File: src/rtl/fp_multiplier.sv
// fp_multiplier: iterative binary32/binary16 multiplier with a start/valid/ready
// handshake. Significands are multiplied by a radix-2 shift-add loop, then the
// product is normalized, rounded (RNE or RTZ) and held until the consumer takes it.
module fp_multiplier (
    input  logic        clk,
    input  logic        rst_n,
    input  logic [31:0] op_a,
    input  logic [31:0] op_b,
    input  logic        mode_fp,
    input  logic        round_mode,
    input  logic        start,
    input  logic        ready_in,
    output logic [31:0] result,
    output logic        valid_out,
    output logic [4:0]  flags
);

    typedef enum logic [2:0] {
        IDLE,
        UNPACK,
        MUL,
        NORM,
        ROUND,
        DONE
    } state_t;

    state_t state, state_next;

    // Latched request
    logic [31:0] a_q, b_q;
    logic        mode_q, rm_q;

    // Working datapath registers
    logic               sign_q;
    logic signed [9:0]  exp_q;
    logic [47:0]        mcand_q;
    logic [23:0]        mplier_q;
    logic [47:0]        acc_q;
    logic [4:0]         cnt_q;
    logic [22:0]        mant_q;
    logic               guard_q;
    logic               sticky_q;
    logic               special_q;
    logic [31:0]        spec_result_q;
    logic [4:0]         spec_flags_q;

    // Unpack decode signals
    logic               sign_a, sign_b;
    logic [7:0]         exp_a, exp_b, exp_max;
    logic [22:0]        frac_a, frac_b;
    logic               qbit_a, qbit_b;
    logic               zero_a, zero_b, inf_a, inf_b, nan_a, nan_b, snan_a, snan_b;
    logic [23:0]        sig_a, sig_b;
    logic signed [9:0]  bias;
    logic signed [9:0]  exp_sum;
    logic               prod_sign;
    logic               is_special;
    logic [31:0]        spec_result;
    logic [4:0]         spec_flags;
    logic [31:0]        qnan_val, inf_val, zero_val;

    // Normalize signals
    logic [22:0]        n_mant;
    logic               n_guard, n_sticky, n_shift;

    // Round signals
    logic               rnd_inc, rnd_carry, r_inexact;
    logic [23:0]        mant_sum;
    logic signed [9:0]  exp_fin, exp_lim;
    logic [31:0]        r_result;
    logic [4:0]         r_flags;

    logic [4:0]         n_last;

    // Last loop index: 24 iterations for single, 11 for half
    assign n_last = mode_q ? 5'd23 : 5'd10;

    // State register with synchronous active-low reset
    always_ff @(posedge clk) begin
        if (!rst_n) begin
            state <= IDLE;
        end else begin
            state <= state_next;
        end
    end

    // Next-state logic; specials pass through ROUND so their latency is fixed at two cycles
    always_comb begin
        state_next = state;
        case (state)
            IDLE:    if (start) state_next = UNPACK;
            UNPACK:  state_next = is_special ? ROUND : MUL;
            MUL:     if (cnt_q == n_last) state_next = NORM;
            NORM:    state_next = ROUND;
            ROUND:   state_next = DONE;
            DONE:    if (ready_in) state_next = IDLE;
            default: state_next = IDLE;
        endcase
    end

    // Field split, special-case classification and exponent sum of the latched operands
    always_comb begin
        sign_a      = 1'b0;
        sign_b      = 1'b0;
        exp_a       = 8'd0;
        exp_b       = 8'd0;
        frac_a      = 23'd0;
        frac_b      = 23'd0;
        exp_max     = 8'h1F;
        qbit_a      = 1'b0;
        qbit_b      = 1'b0;
        sig_a       = 24'd0;
        sig_b       = 24'd0;
        bias        = 10'sd15;
        qnan_val    = 32'h0000_7E00;
        if (mode_q) begin
            sign_a   = a_q[31];
            sign_b   = b_q[31];
            exp_a    = a_q[30:23];
            exp_b    = b_q[30:23];
            frac_a   = a_q[22:0];
            frac_b   = b_q[22:0];
            exp_max  = 8'hFF;
            qbit_a   = a_q[22];
            qbit_b   = b_q[22];
            sig_a    = {1'b1, a_q[22:0]};
            sig_b    = {1'b1, b_q[22:0]};
            bias     = 10'sd127;
            qnan_val = 32'h7FC0_0000;
        end else begin
            sign_a   = a_q[15];
            sign_b   = b_q[15];
            exp_a    = {3'b000, a_q[14:10]};
            exp_b    = {3'b000, b_q[14:10]};
            frac_a   = {13'd0, a_q[9:0]};
            frac_b   = {13'd0, b_q[9:0]};
            qbit_a   = a_q[9];
            qbit_b   = b_q[9];
            sig_a    = {13'd0, 1'b1, a_q[9:0]};
            sig_b    = {13'd0, 1'b1, b_q[9:0]};
        end

        prod_sign = sign_a ^ sign_b;
        zero_a    = (exp_a == 8'd0);
        zero_b    = (exp_b == 8'd0);
        inf_a     = (exp_a == exp_max) && (frac_a == 23'd0);
        inf_b     = (exp_b == exp_max) && (frac_b == 23'd0);
        nan_a     = (exp_a == exp_max) && (frac_a != 23'd0);
        nan_b     = (exp_b == exp_max) && (frac_b != 23'd0);
        snan_a    = nan_a && !qbit_a;
        snan_b    = nan_b && !qbit_b;

        exp_sum   = $signed({2'b00, exp_a}) + $signed({2'b00, exp_b}) - bias;

        if (mode_q) begin
            inf_val  = {prod_sign, 8'hFF, 23'd0};
            zero_val = {prod_sign, 31'd0};
        end else begin
            inf_val  = {16'd0, prod_sign, 5'h1F, 10'd0};
            zero_val = {16'd0, prod_sign, 15'd0};
        end

        is_special = nan_a | nan_b | inf_a | inf_b | zero_a | zero_b;
        if (nan_a | nan_b | (inf_a & zero_b) | (zero_a & inf_b)) begin
            spec_result = qnan_val;
            spec_flags  = {(snan_a | snan_b | (inf_a & zero_b) | (zero_a & inf_b)), 4'b0000};
        end else if (inf_a | inf_b) begin
            spec_result = inf_val;
            spec_flags  = 5'b00000;
        end else begin
            spec_result = zero_val;
            spec_flags  = 5'b00000;
        end
    end

    // Pick the mantissa window, guard and sticky from the raw product
    always_comb begin
        n_mant   = 23'd0;
        n_guard  = 1'b0;
        n_sticky = 1'b0;
        n_shift  = 1'b0;
        if (mode_q) begin
            if (acc_q[47]) begin
                n_mant   = acc_q[46:24];
                n_guard  = acc_q[23];
                n_sticky = |acc_q[22:0];
                n_shift  = 1'b1;
            end else begin
                n_mant   = acc_q[45:23];
                n_guard  = acc_q[22];
                n_sticky = |acc_q[21:0];
            end
        end else begin
            if (acc_q[21]) begin
                n_mant   = {13'd0, acc_q[20:11]};
                n_guard  = acc_q[10];
                n_sticky = |acc_q[9:0];
                n_shift  = 1'b1;
            end else begin
                n_mant   = {13'd0, acc_q[19:10]};
                n_guard  = acc_q[9];
                n_sticky = |acc_q[8:0];
            end
        end
    end

    // Rounding increment, carry renormalization and overflow/underflow substitution
    always_comb begin
        r_inexact = guard_q | sticky_q;
        rnd_inc   = ~rm_q & guard_q & (sticky_q | mant_q[0]);
        mant_sum  = {1'b0, mant_q} + {23'd0, rnd_inc};
        rnd_carry = mode_q ? mant_sum[23] : mant_sum[10];
        exp_fin   = exp_q + (rnd_carry ? 10'sd1 : 10'sd0);
        exp_lim   = mode_q ? 10'sd255 : 10'sd31;
        r_flags   = {4'b0000, r_inexact};
        if (mode_q) begin
            r_result = {sign_q, exp_fin[7:0], mant_sum[22:0]};
        end else begin
            r_result = {16'd0, sign_q, exp_fin[4:0], mant_sum[9:0]};
        end

        if (exp_fin >= exp_lim) begin
            r_flags = 5'b00101;
            if (mode_q) begin
                r_result = rm_q ? {sign_q, 8'hFE, 23'h7FFFFF} : {sign_q, 8'hFF, 23'd0};
            end else begin
                r_result = rm_q ? {16'd0, sign_q, 5'h1E, 10'h3FF} : {16'd0, sign_q, 5'h1F, 10'd0};
            end
        end else if (exp_fin <= 10'sd0) begin
            r_flags  = 5'b00011;
            r_result = mode_q ? {sign_q, 31'd0} : {16'd0, sign_q, 15'd0};
        end
    end

    // Datapath and registered outputs, advanced according to the current state
    always_ff @(posedge clk) begin
        if (!rst_n) begin
            a_q           <= 32'd0;
            b_q           <= 32'd0;
            mode_q        <= 1'b0;
            rm_q          <= 1'b0;
            sign_q        <= 1'b0;
            exp_q         <= 10'sd0;
            mcand_q       <= 48'd0;
            mplier_q      <= 24'd0;
            acc_q         <= 48'd0;
            cnt_q         <= 5'd0;
            mant_q        <= 23'd0;
            guard_q       <= 1'b0;
            sticky_q      <= 1'b0;
            special_q     <= 1'b0;
            spec_result_q <= 32'd0;
            spec_flags_q  <= 5'd0;
            result        <= 32'd0;
            flags         <= 5'd0;
            valid_out     <= 1'b0;
        end else begin
            case (state)
                IDLE: begin
                    if (start) begin
                        a_q    <= op_a;
                        b_q    <= op_b;
                        mode_q <= mode_fp;
                        rm_q   <= round_mode;
                    end
                end
                UNPACK: begin
                    sign_q        <= prod_sign;
                    exp_q         <= exp_sum;
                    mcand_q       <= {24'd0, sig_a};
                    mplier_q      <= sig_b;
                    acc_q         <= 48'd0;
                    cnt_q         <= 5'd0;
                    special_q     <= is_special;
                    spec_result_q <= spec_result;
                    spec_flags_q  <= spec_flags;
                end
                MUL: begin
                    if (mplier_q[0]) begin
                        acc_q <= acc_q + mcand_q;
                    end
                    mcand_q  <= {mcand_q[46:0], 1'b0};
                    mplier_q <= {1'b0, mplier_q[23:1]};
                    cnt_q    <= cnt_q + 5'd1;
                end
                NORM: begin
                    mant_q   <= n_mant;
                    guard_q  <= n_guard;
                    sticky_q <= n_sticky;
                    exp_q    <= exp_q + (n_shift ? 10'sd1 : 10'sd0);
                end
                ROUND: begin
                    result    <= special_q ? spec_result_q : r_result;
                    flags     <= special_q ? spec_flags_q : r_flags;
                    valid_out <= 1'b1;
                end
                DONE: begin
                    if (ready_in) begin
                        valid_out <= 1'b0;
                    end
                end
                default: ;
            endcase
        end
    end

endmodule
File: config.mk
export PLATFORM = sky130hd
export DESIGN_NAME = fp_multiplier
export DESIGN_NICKNAME = d
export VERILOG_FILES = /design/src/rtl/fp_multiplier.sv
export SDC_FILE = /design/constraint.sdc
export NUM_CORES = 1
export LEC_CHECK = 0
export ABC_AREA = 1
export BUFFER_PORTS_ARGS = -buffer_cell sky130_fd_sc_hd__buf_2
export CORE_AREA = 2 2 182 184
export DETAILED_ROUTE_END_ITERATION = 6
export DIE_AREA = 0 0 184 186
export GPL_TIMING_DRIVEN = 1
export PLACE_DENSITY = 0.72
export SYNTH_ARGS = -nofsm -noshare
export SYNTH_HDL_FRONTEND = slang
export SYNTH_SLANG_ARGS = --single-unit
export TNS_END_PERCENT = 30
File: constraint.sdc
create_clock -name clk -period 4.5 [get_ports clk]
set_input_delay 0.225 -clock clk [delete_from_list [all_inputs] [get_ports clk]]
set_output_delay 0.225 -clock clk [all_outputs]
set_load 0.01 [all_outputs]
# [After elaboration in Yosys (flattened, before gate mapping)]
# Cells that the tools add are included.
# W data, S select, Z words.
[totals] ff_bits=306 inputBits=70 output_inout_bits=38 elab_cells=145
[op_classes] addsub=7 n_lt_le_gt_ge=2 eq_ne=12 mux=59 bitwise_logic=19 n_reduce_logical=26
[ops] cell="$mux W32" n=10
[ops] cell="$pmux W48 S2" n=2
[ops] cell="$mux W23" n=4
[ops] cell="$mux W24" n=3
[ops] cell="$add A48 B48 Y48" n=1
[ops] cell="$mux W48" n=1
[ops] cell="$pmux W24 S2" n=1
[ops] cell="$logic_not A23 Y1" n=2
[ops] cell="$reduce_bool A23 Y1" n=2
[ops] cell="$mux W8" n=4
[ops] cell="$mux W31" n=1
[ops] cell="$add A23 B1 Y24" n=1
[ops] cell="$reduce_or A23 Y1" n=1
[ops] cell="$reduce_or A22 Y1" n=1
[ops] cell="$add A10 B2 Y10" n=2
[ops] cell="$pmux W10 S2" n=1
[ops] cell="$pmux W3 S6" n=1
[ops] cell="$mux W1" n=17
[ops] cell="$eq A8 B8 Y1" n=2
[ops] cell="$logic_not A8 Y1" n=2
[ops] cell="$mux W3" n=5
[ops] cell="$mux W5" n=3
[ops] cell="$or A1 B1 Y1" n=13
[ops] cell="$mux W11" n=1
[ops] cell="other kinds (26)" n=44

# [Depth between registers and ports, before layout]
# Gate-level depths: netlist (run 1).
[logic_depth] ltp_word=11 ltp_mapped=30 mapped_depth_nobuf=29

# [Worst setup path after synthesis (run 1)]
# Ideal clock, no wire load.
[synth_path] path_type="reg2reg" startpoint="register mant_q[0]" endpoint="register result[10]" setup_time_ns=0.110 arrival_time_ns=3.656 t_required_ns=4.390 setup_slack_ns=0.734 stages_incl_launch_ff=29 path_buffers=2 synth_period_minus_slack_ns=3.766 cell_sequence="dfxtp_1 -> inv_1 -> a211oi_1 -> ha_1 -> nand3_1 -> inv_1 -> nand3_1 -> nor2_1 -> nand4_1 -> nor3_1 -> a32oi_1 -> inv_1 -> ha_1 -> ha_1 -> nand2_1 -> nor2_2 -> nand3_1 -> nand2_1 -> inv_1 -> ha_1 -> nand2_1 -> nor3_2 -> nand3_2 -> buf_6 -> buf_12 -> nand4_1 -> nand3b_1 -> nand2_1 -> inv_1"
[synth_via] elab_chain_cells=10 elab_cells_between_ends=12 cone_classes="add/sub: 2; order compare: 2; mux: 6; bitwise: 2"
[synth_rtl] element="from (decl)" line_no="40" source="logic [22:0] mant_q;"
[synth_rtl] element="from (signal assigned)" line_no="287" source="mant_q <= n_mant;"
[synth_rtl] element="$or A1 B1 Y1" line_no="210" source="rnd_inc = ~rm_q & guard_q & (sticky_q | mant_q[0]);"
[synth_rtl] element="$and A1 B1 Y1" line_no="210"
[synth_rtl] element="$add A23 B1 Y24 (*)" line_no="211" source="mant_sum = {1'b0, mant_q} + {23'd0, rnd_inc};"
[synth_rtl] element="$mux W1" line_no="212" source="rnd_carry = mode_q ? mant_sum[23] : mant_sum[10];"
[synth_rtl] element="$mux W1" line_no="213" source="exp_fin = exp_q + (rnd_carry ? 10'sd1 : 10'sd0);"
[synth_rtl] element="$add A10 B2 Y10" line_no="213"
[synth_rtl] element="$le A10 B1 Y1 / $mux W32 (equally long branches)" line_no="229, 216"
[synth_rtl] element="$mux W32" line_no="229" source="end else if (exp_fin <= 10'sd0) begin"
[synth_rtl] element="$mux W32 (*)" line_no="222" source="if (exp_fin >= exp_lim) begin"
[synth_rtl] element="$mux W32 (*)" line_no="293" source="result <= special_q ? spec_result_q : r_result;"
[synth_rtl] element="to (signal assigned)" line_no="293"
[synth_rtl] element="to (decl)" line_no="13" source="output logic [31:0] result,"
# Every way passes the cells marked *; elsewhere a longest branch is shown, timed or not.
# A chain may end at the register's enable or synchronous reset.

# [Worst setup path in the final report (run 1)]
[layout_path] startpoint="register mant_q[0]" endpoint="register result[15]"
[layout_via] elab_chain_cells=10 elab_cells_between_ends=12 cone_classes="add/sub: 2; order compare: 2; mux: 6; bitwise: 2"
[layout_rtl] element="$or A1 B1 Y1" line_no="210"
[layout_rtl] element="$and A1 B1 Y1" line_no="210"
[layout_rtl] element="$add A23 B1 Y24 (*)" line_no="211"
[layout_rtl] element="$mux W1" line_no="212"
[layout_rtl] element="$mux W1" line_no="213"
[layout_rtl] element="$add A10 B2 Y10" line_no="213"
[layout_rtl] element="$le A10 B1 Y1" line_no="229"
[layout_rtl] element="$mux W32" line_no="229"
[layout_rtl] element="$mux W32 (*)" line_no="222"
[layout_rtl] element="$mux W32 (*)" line_no="293"
# Marked as above.

==> impl_metrics.yaml, run 1 <==
status:
  outcome: "complete, but fails checks"
  violated_checks: "design-rule violations"
critical_path:
  timing_worst_setup_path_type: "flop to flop"
  path_max_fanout: 12
  worst-endpoint-arrival_ps: 4690
  nature_of_the_critical_path_startpoint: "flop"
  worst_setup_path_end_kind: "flop"
  crit_required_ps: 5000
  worstPathBufferInverterCount: 7
  worst_path_most_repeated_cell: "inv_1"
  critical_path.max_stage_delay_ps: 350
  cp_top_family: "simple AND/OR/NAND/NOR gates"
  critical-path-slowest-cell: "dfxtp_1"
floorplanning:
  fp-row-count: 66
  design.portCount: 108
  fp.dieW_um: 184
  start_util: 0.542
  core-area_mm2: 0.0322
  die_y_um: 186
  floorplan.die_area_mm2: 0.0342
timing:
  max_clock_freq_ghz: 0.239
  worst_pin_slew_ps: 1170
  timing_hold_violations_final: 0
  final.period_utilization: 0.930
  slew_headroom: 0.212
  count_of_final_max_slew_check_failures: 0
  final.hold.worst_slack_ps: 20.3
  grt_setup_unrepaired: "true"
  clock-skew-final_ps: 16.6
  timing.setup.tns_ps: 0
  setup-violations-final: 0
  min_period_ps: 4190
  post-route-worst-setup-slack_ps: 315
yosys:
  synthDistinctLibCells: 56
  postSynthAreaPerCell_um2: 6.47
  ys.flop_type: "dfxtp_1"
  count_of_flip_flops_with_a_built_in_enable_after_synthesis: 0
  yosysWarningCount: 0
  synth.yosys.seq_area_share: 0.315
  syn_inst: 2699
  post-synth-top-area-cell: "dfxtp_1"
  synth_area_mm2: 0.0175
  area_fraction_of_the_dominant_cell_type_after_synthesis: 0.315
  synthesis.nets: 2846
  top_post_synthesis_cells_by_area: "dfxtp_1 32%, nand2_1 16%, a21oi_1 9.1%"
  postSynth.asyncResetShare: 0
  synth_seq_cells: 275
clocking:
  tritoncts: "yes"
  clock_tree.buffer_depth: 3
  cts_inserted_buffers: 30
  htree_num_levels: 1
  clkSinkCount: 275
  cts.root.buffer_cell: "clkbuf_16"
  clk-insertion-delay-late_ps: 570
  clk_transition_reported_paths_ps: 60
cells_and_area:
  area_growth_syn_to_layout_pct: 14.2
  final_core_density: 0.619
  n_antenna_cell: 0
  final_cell_area_mm2: 0.0199
  post_layout_net_count: 2958
  instances_no_fill: 3242
  filler_cell_count: 3067
  post_route_cells_drive_above_1_share: 0.108
drt:
  drt_pass1_iterations: 7
  drcViolationCount: 8
  vias_per_cell: 5.61
  drt-initial-drc-count: 1470
  wl_per_cell_um: 16.7
  route.antenna.remaining_nets: 0
  vias: 18173
  finalWirelength_um: 54000
placement:
  routabilityCongestion: 1.01
  numPlacedInstances: 3118
  detailedPlacementHpwl_um: 39200
  place_worst_setup_slack_ps: -142
  place.port_buffers: 106
  post_dp_cell_area_mm2: 0.0181
power_and_ir_drop:
  totalPowerFinal_mw: 9.57
  powerDensity_mw_per_mm2: 480
  leakage_nw: 8.76
  irDropWorstVdd_mv: 0.365
grt:
  global_route.overflow_total: 0
  tot_gr_track_use: 0.311
  number_of_global_route_vias_before_repair: 16685
  grt_start_max_net_pins: 116
  grt_antenna_before_repair: 0
  grt_first_pass_wirelength_um: 86000
run:
  timing.max_cap.violations: 0
hold_path:
  hold_class: "primary input to flop"
## logic make-up (layout without fill, tap and decap cells)
| logic type | count (synthesis) | in the layout | synth area share |
|---|---|---|---|
| AO/OA/AOI/OAI | 631 | 631 | 0.197 |
| flip-flops | 275 | 275 | 0.315 |
| adder cells (fa/ha/maj) | 77 | 77 | 0.0560 |
| buffers and inverters | 454 | 589 | 0.105 |
| multiplexers | 19 | 19 | 0.0117 |
| AND/OR/NAND/NOR | 1222 | 1222 | 0.304 |
| other | 1 | 1 | 0.000215 |
| XOR/XNOR | 20 | 20 | 0.0100 |
## layout by cell type, fill, tap and decap left out, drive strengths merged, types with 7 or more instances in the layout
master,count
xor2,13
a21oi,335
ha,75
clkbuf,41
inv,337
a221oi,7
o211ai,13
dfxtp,275
o21bai,7
clkinv,7
nand4,43
o21ai,201
mux2,12
nor3,28
nor2,184
nand2,769
buf,135
a31oi,32
dlygate4sd3,64
xnor2,7
mux2i,7
nand3,174
nand3b,11
o221ai,9
## worst paths after layout
path         startpoint         end  slack (ps)  cells past startpoint
min reg2reg     b_q[27]     b_q[27]         450                      2
min            ready_in   valid_out          20                      4
max reg2reg   mant_q[0]  result[15]         310                     29
max           mant_q[0]  result[15]         310                     29
## synth_stat cells, drive strengths merged, types with 2 or more instances
cell / instances
a22oi: 2
inv: 335
o221ai: 9
nand3b: 11
fa: 2
nand2: 769
a21o: 2
mux2: 12
xor2: 13
o22ai: 5
nand4: 43
a31oi: 32
clkbuf: 81
dfxtp: 275
o21ai: 201
xnor2: 7
a21oi: 335
o21a: 5
o21bai: 7
buf: 38
a221oi: 7
nor2: 184
ha: 75
o211ai: 13
and2: 5
nand3: 174
or2: 3
nor3: 28
nor4: 4
a22o: 2
mux2i: 7
a211oi: 3
## power breakdown
| group | leakage (nW) | total [mW] | internal, mW | switching, mW |
|---|---|---|---|---|
| Sequential | 2.23 | 3.17 | 2.84 | 0.330 |
| Clock | 0.507 | 2.58 | 1.51 | 1.07 |
| Combinational | 6.02 | 3.82 | 1.18 | 2.64 |
## worst min-delay path, cell delays in order
cell	delay (ps)
buf_2	100
inv_1	60
o31ai_1	60
a21oi_1	100
## routing by layer
metal  GRT usage  part of all wire  wire length (um)
met2       0.515              0.45             24400
met3      0.0417             0.067              3640
met4       0.102             0.033              1770
met5           0                 0                 0
met1       0.418              0.45             24200
## final cells by class
type	count	area [um^2]	share of cell area
clock buffer	41	862	0.0432
clock inverter	14	169	0.00847
tap	408	510	0.0256
inverter	335	1260	0.0633
sequential	275	5510	0.276
timing repair buffer	199	1410	0.0705
multi-input combinational	1970	10200	0.513
## flip-flops by register name, indices dropped and copies added, names as in the netlist, 5 cells and up
name and count:
result 32, a_q 32, mcand_q 48, exp_q 10, mplier_q 24, cnt_q 5, acc_q 48, b_q 32
mant_q 23, spec_result_q 6
## what timing repair did
action | 4_1_cts | 5_1_grt
setup endpoints to repair | 28 | 34
buffers inserted | 0 | 5
pin swaps | 0 | 7
hold buffers | 64 | 0
hold endpoints to repair | 64 | 0
resized for setup | 5 | 20
No activity file was read; power rests on OpenSTA's default activity.
==> inputs of run 2 (changes only) <==
Settings changed: CORE_AREA 2 2 182 184 to 2 2 171 173, DIE_AREA 0 0 184 186 to 0 0 173 175, PLACE_DENSITY 0.72 to unset, PLACE_DENSITY_LB_ADDON set to 0.3.
==> impl_metrics.yaml, run 2 (synthesized netlist as in run 1, its figures left out) <==
clocking:
  htree_num_levels: 1
  cts_inserted_buffers: 29
  cts.root.buffer_cell: "clkbuf_16"
  clock_tree.buffer_depth: 3
  clkSinkCount: 275
  clk_transition_reported_paths_ps: 60
  clk-insertion-delay-late_ps: 550
  tritoncts: "yes"
timing:
  timing_hold_violations_final: 0
  timing.setup.tns_ps: 0
  min_period_ps: 4080
  setup-violations-final: 0
  count_of_final_max_slew_check_failures: 0
  grt_setup_unrepaired: "false"
  final.hold.worst_slack_ps: 6.39
  worst_pin_slew_ps: 1160
  slew_headroom: 0.215
  clock-skew-final_ps: 11.2
  final.period_utilization: 0.908
  max_clock_freq_ghz: 0.245
cells_and_area:
  area_growth_syn_to_layout_pct: 12.9
  largestRegisters: "acc_q: 48 flops, mcand_q: 48 flops"
  final_common_cell: "nand2_1"
  post_layout_net_count: 2938
  n_antenna_cell: 0
  commonest_cells_after_routing_fill_and_taps_aside: "754 x nand2_1, 328 x inv_1, 317 x a21oi_1"
  final_core_density: 0.695
  post_route_cells_drive_above_1_share: 0.105
  final_cell_area_mm2: 0.0197
drt:
  route.antenna.remaining_nets: 0
  drcViolationCount: 0
  wl_per_cell_um: 16.6
  vias_per_cell: 5.76
  finalWirelength_um: 53200
  drt_pass1_iterations: 6
  vias: 18424
  drt-initial-drc-count: 1912
critical_path:
  worst_path_most_repeated_cell: "nand2_1"
  path_max_fanout: 10
  nature_of_the_critical_path_startpoint: "flop"
  critical_path.max_stage_delay_ps: 330
  worst_setup_path_end_kind: "flop"
  worst-endpoint-arrival_ps: 4550
  reg2reg_setup_slack_ps: 420
  crit_required_ps: 4970
  critical-path-slowest-cell: "dfxtp_1"
  timing_worst_setup_path_type: "flop to flop"
hold_path:
  hold_class: "primary input to flop"
power_and_ir_drop:
  leakage_nw: 8.70
  power.switching_mw: 3.93
  powerDensity_mw_per_mm2: 485
  irDropWorstVdd_mv: 0.412
  internal_power_mw: 5.63
  power.sequential.fraction: 0.333
  clk_network_pwr_share: 0.274
  totalPowerFinal_mw: 9.56
  share_comb_of_total_power: 0.394
  sw_frac_of_total: 0.411
grt:
  grt_antenna_before_repair: 0
  global_route.overflow_total: 0
  grt_start_max_net_pins: 131
  grt_first_pass_wirelength_um: 86500
  number_of_global_route_vias_before_repair: 17430
  tot_gr_track_use: 0.344
floorplanning:
  floorplan.die_area_mm2: 0.0303
  fp-row-count: 62
  start_util: 0.615
  core-area_mm2: 0.0284
  fp.dieW_um: 173
  die_y_um: 175
  design.portCount: 108
placement:
  post_dp_cell_area_mm2: 0.0181
  routabilityCongestion: 0.991
  detailedPlacementHpwl_um: 38200
  place.port_buffers: 106
status:
  outcome: "complete, no violations"
run:
  timing.max_cap.violations: 0
run 2: changes by cell type in the layout (fill, tap and decap cells not counted), moves of 2 or more:
cell / delta
nand2_4: -2
bufinv_16: +2
nand3_4: -2
clkbuf_8: +3
clkinv_2: -3
dlygate4sd3_1: -17
nand3_1: +2
buf_4: -5
inv_6: -3
run 2: what timing repair did:
action | 4_1_cts | 5_1_grt
resized for setup | 0 | 13
endpoints found under the setup margin | 0 | 34
hold endpoints to repair | 47 | 0
buffers inserted | 0 | 5
hold buffers | 47 | 0
run 2: power groups by stage:
stage | Combinational, mW | Sequential, mW | Clock (mW)
2_1_floorplan | 2.91 | 3.11 | 0
3_3_place_gp | 3.49 | 3.20 | 0
3_5_place_dp | 3.59 | 3.21 | 0
4_1_cts | 3.66 | 3.17 | 2.62
6_report | 3.76 | 3.18 | 2.61
5_1_grt | 4.17 | 3.23 | 2.72
run 2: cell type report:
cell class / instances / area, um^2
multi-input combinational: 1970 / 10200
fill: 2492 / 8670
sequential: 275 / 5510
inverter: 335 / 1260
timing repair buffer: 180 / 1240
clock buffer: 42 / 875
tap: 384 / 480
clock inverter: 10 / 181
run 2: path summary, 6_finish.rpt:
check,cells after the start,start,end
min reg2reg,2,b_q[31],b_q[31]
max reg2reg,28,mant_q[0],result[30]
max,28,mant_q[0],result[30]
min,3,mode_fp,mode_q
run 2: metal layers:
| layer | vias up | track usage | part of all wire |
|---|---|---|---|
| met3 | 130 | 0.0490 | 0.070 |
| li1 | 9055 | - | - |
| met1 | 8478 | 0.450 | 0.43 |
| met2 | 761 | 0.578 | 0.46 |
| met5 | - | 0 | 0 |
| met4 | 0 | 0.124 | 0.037 |
run 2: worst max-delay path, delay by kind of cell (launching register included):
family	cells	cell delay [ps]
flops	1	330
compound gates	3	450
fa+ha+maj	4	910
simple gates	16	1810
buf+inv	5	510
run 2: metrics by stage:
stage               worst slack, ps  std cells
floorplan                       734       2699
global placement                275       3092
detailed placement             87.4       3092
CTS                            63.7       3191
global route                   4.44       3196
finish                          415       3196
==> inputs of run 3 (changes only) <==
Settings changed: ABC_AREA 1 to unset, CORE_AREA 2 2 171 173 to 2 2 160 162, DIE_AREA 0 0 173 175 to 0 0 162 164, SETUP_SLACK_MARGIN set to 0.5.
Clock period 4.5 ns to 4.6 ns, I/O delays scaled along.
==> impl_metrics.yaml, run 3 <==
status:
  outcome: "complete, no violations"
critical_path:
  nature_of_the_critical_path_startpoint: "flop"
  worst-endpoint-arrival_ps: 4530
  worst_case_reg_to_reg_path_depth: 22
  crit_required_ps: 5040
  reg2reg_from: "rm_q"
  path_max_fanout: 8
  timing_worst_setup_path_type: "flop to flop"
  reg2reg_setup_slack_ps: 510
  worst_setup_path_end_kind: "flop"
  worst_r2r_endpoint: "result[19]"
yosys:
  top_post_synthesis_cells_by_count: "298 x nand2_1, 275 x dfxtp_1, 262 x a21oi_1"
  ys.flop_type: "dfxtp_1"
  postSynthAreaPerCell_um2: 7.86
  yosys.cell_count.top_type: "nand2_1"
  syn_inst: 1905
  synthesis.nets: 2052
  area_fraction_of_the_dominant_cell_type_after_synthesis: 0.368
  postSynth.asyncResetShare: 0
  synth_seq_cells: 275
  count_of_flip_flops_with_a_built_in_enable_after_synthesis: 0
  yosysWarningCount: 0
  synth_area_mm2: 0.0150
  synthDistinctLibCells: 73
  synth.yosys.seq_area_share: 0.368
  top_post_synthesis_cells_by_area: "dfxtp_1 37%, a21oi_1 8.8%, nand2_1 7.5%"
  post-synth-top-area-cell: "dfxtp_1"
grt:
  global_route.overflow_total: 0
  grt_first_pass_wirelength_um: 68700
  tot_gr_track_use: 0.311
  grt_start_max_net_pins: 185
  grt_antenna_before_repair: 0
  number_of_global_route_vias_before_repair: 13709
drt:
  finalWirelength_um: 42300
  drcViolationCount: 0
  route.antenna.remaining_nets: 0
  wl_per_cell_um: 17.8
  drt-initial-drc-count: 1288
  vias: 14708
  vias_per_cell: 6.19
  drt_pass1_iterations: 5
clocking:
  clk-insertion-delay-late_ps: 570
  tritoncts: "yes"
  cts.root.buffer_cell: "clkbuf_16"
  htree_num_levels: 1
  cts_inserted_buffers: 29
  clock_tree.buffer_depth: 3
  clk_transition_reported_paths_ps: 60
  clkSinkCount: 275
placement:
  place.port_buffers: 106
  detailedPlacementHpwl_um: 27400
  numPlacedInstances: 2240
  post_dp_cell_area_mm2: 0.0157
  routabilityCongestion: 0.915
timing:
  max_clock_freq_ghz: 0.245
  count_of_final_max_slew_check_failures: 0
  min_period_ps: 4090
  timing.setup.tns_ps: 0
  timing_hold_violations_final: 0
  clock-skew-final_ps: 20.1
  grt_setup_unrepaired: "true"
  worst_pin_slew_ps: 1300
  slew_headroom: 0.127
  setup-violations-final: 0
  final.period_utilization: 0.889
floorplanning:
  core-area_mm2: 0.0248
  floorplan.die_area_mm2: 0.0266
  start_util: 0.604
  fp-row-count: 58
  design.portCount: 108
  die_y_um: 164
  fp.dieW_um: 162
power_and_ir_drop:
  irDropWorstVdd_mv: 0.321
  powerDensity_mw_per_mm2: 351
  leakage_nw: 7.01
cells_and_area:
  regArea_mm2: 0.00552
  multiInputGateArea_mm2: 0.00911
  largestRegisters: "acc_q: 48 flops, mcand_q: 48 flops"
  post_route_cells_drive_above_1_share: 0.131
  final_common_cell: "nand2_1"
  final_cell_area_mm2: 0.0177
  area_growth_syn_to_layout_pct: 18.0
  instances_no_fill: 2375
  post_layout_net_count: 2170
  commonest_cells_after_routing_fill_and_taps_aside: "296 x nand2_1, 268 x dfxtp_1, 260 x a21oi_1"
  filler_cell_count: 1910
run:
  timing.max_cap.violations: 0
hold_path:
  timing.hold.worst_endpoint: "rm_q"
  hp-start: "round_mode"
  worst_hold_path.num_cells: 3
  hold_class: "primary input to flop"
==> run 3: worst max path at each step <==
stage	from	endpoint	slack, ps
floorplan	rm_q	result[10]	500
global placement	rm_q	result[21]	230
detailed placement	rm_q	result[21]	80
CTS	rm_q	result[10]	500
global route	rm_q	result[22]	340
finish	rm_q	result[19]	510
==> run 3: timing repair <==
item                       in CTS  in global routing
hold buffers                   66                  0
pin swaps                      11                 17
setup endpoints to repair      34                 31
buffers inserted                7                  8
hold endpoints to repair       66                  0
gates resized for setup        20                 18
cloned                          0                  1
==> run 3: stage by stage <==
step | hold WS (ps) | total power, mW | setup slack, ps | util
finish | 27.9 | 6.20 | 512 | 0.712
floorplan | 358 | 3.42 | 497 | -
global placement | 435 | 3.69 | 228 | 0.634
global route | 3.23 | 6.45 | 340 | 0.712
CTS | 9.67 | 6.11 | 502 | 0.705
detailed placement | 446 | 3.72 | 84.7 | 0.634
==> run 3: per-layer routing <==
layer	up-vias	GRT usage	wire (um)
li1	7048	-	-
met1	6905	0.402	17900
met2	633	0.535	20200
met3	122	0.0422	2770
met4	0	0.111	1480
met5	-	0	0
==> run 3: kinds of logic after synthesis <==
kind of cell             after synthesis  synth area share
AO/OA/AOI/OAI                        594             0.249
XOR/XNOR                              85            0.0497
adder cells (fa/ha/maj)               77            0.0653
buffers and inverters                157            0.0402
flip-flops                           275             0.368
multiplexers                          39            0.0266
other                                  1          0.000250
AND/OR/NAND/NOR                      677             0.202
==> run 3: worst max-delay path, cell delays in order, from the launching register on <==
cell and delay [ps]:
dfxtp_4 360, inv_4 50, o211a_1 170, ha_4 180, nand2_4 60, or3_4 390
nor2b_4 150, a31oi_4 110, a21oi_4 180, ha_4 190, nand3_4 90, nor2_4 160
xor2_2 160, ha_1 240, and3_1 140, a41o_1 180, a21o_1 160, a211o_4 380
nand2_4 100, buf_8 130, buf_12 110, o21ai_0 100, a22o_1 200
==> run 3: final cells by class <==
| cell class | count | share of cell area |
|---|---|---|
| inverters | 27 | 0.00616 |
| diodes | 1 | 0.000142 |
| clock buffers | 43 | 0.0480 |
| flip-flops and latches | 275 | 0.312 |
| clock inverters | 9 | 0.00524 |
| well taps | 330 | 0.0234 |
| multi-input cells | 1473 | 0.516 |
| repair buffers | 217 | 0.0893 |
==> run 3: report_power, final <==
| group | internal, mW | leakage [nW] | switching [mW] |
|---|---|---|---|
| Clock | 1.33 | 0.456 | 0.992 |
| Combinational | 0.470 | 4.32 | 0.772 |
| Sequential | 2.50 | 2.23 | 0.135 |
| Total | 4.30 | 7.01 | 1.90 |
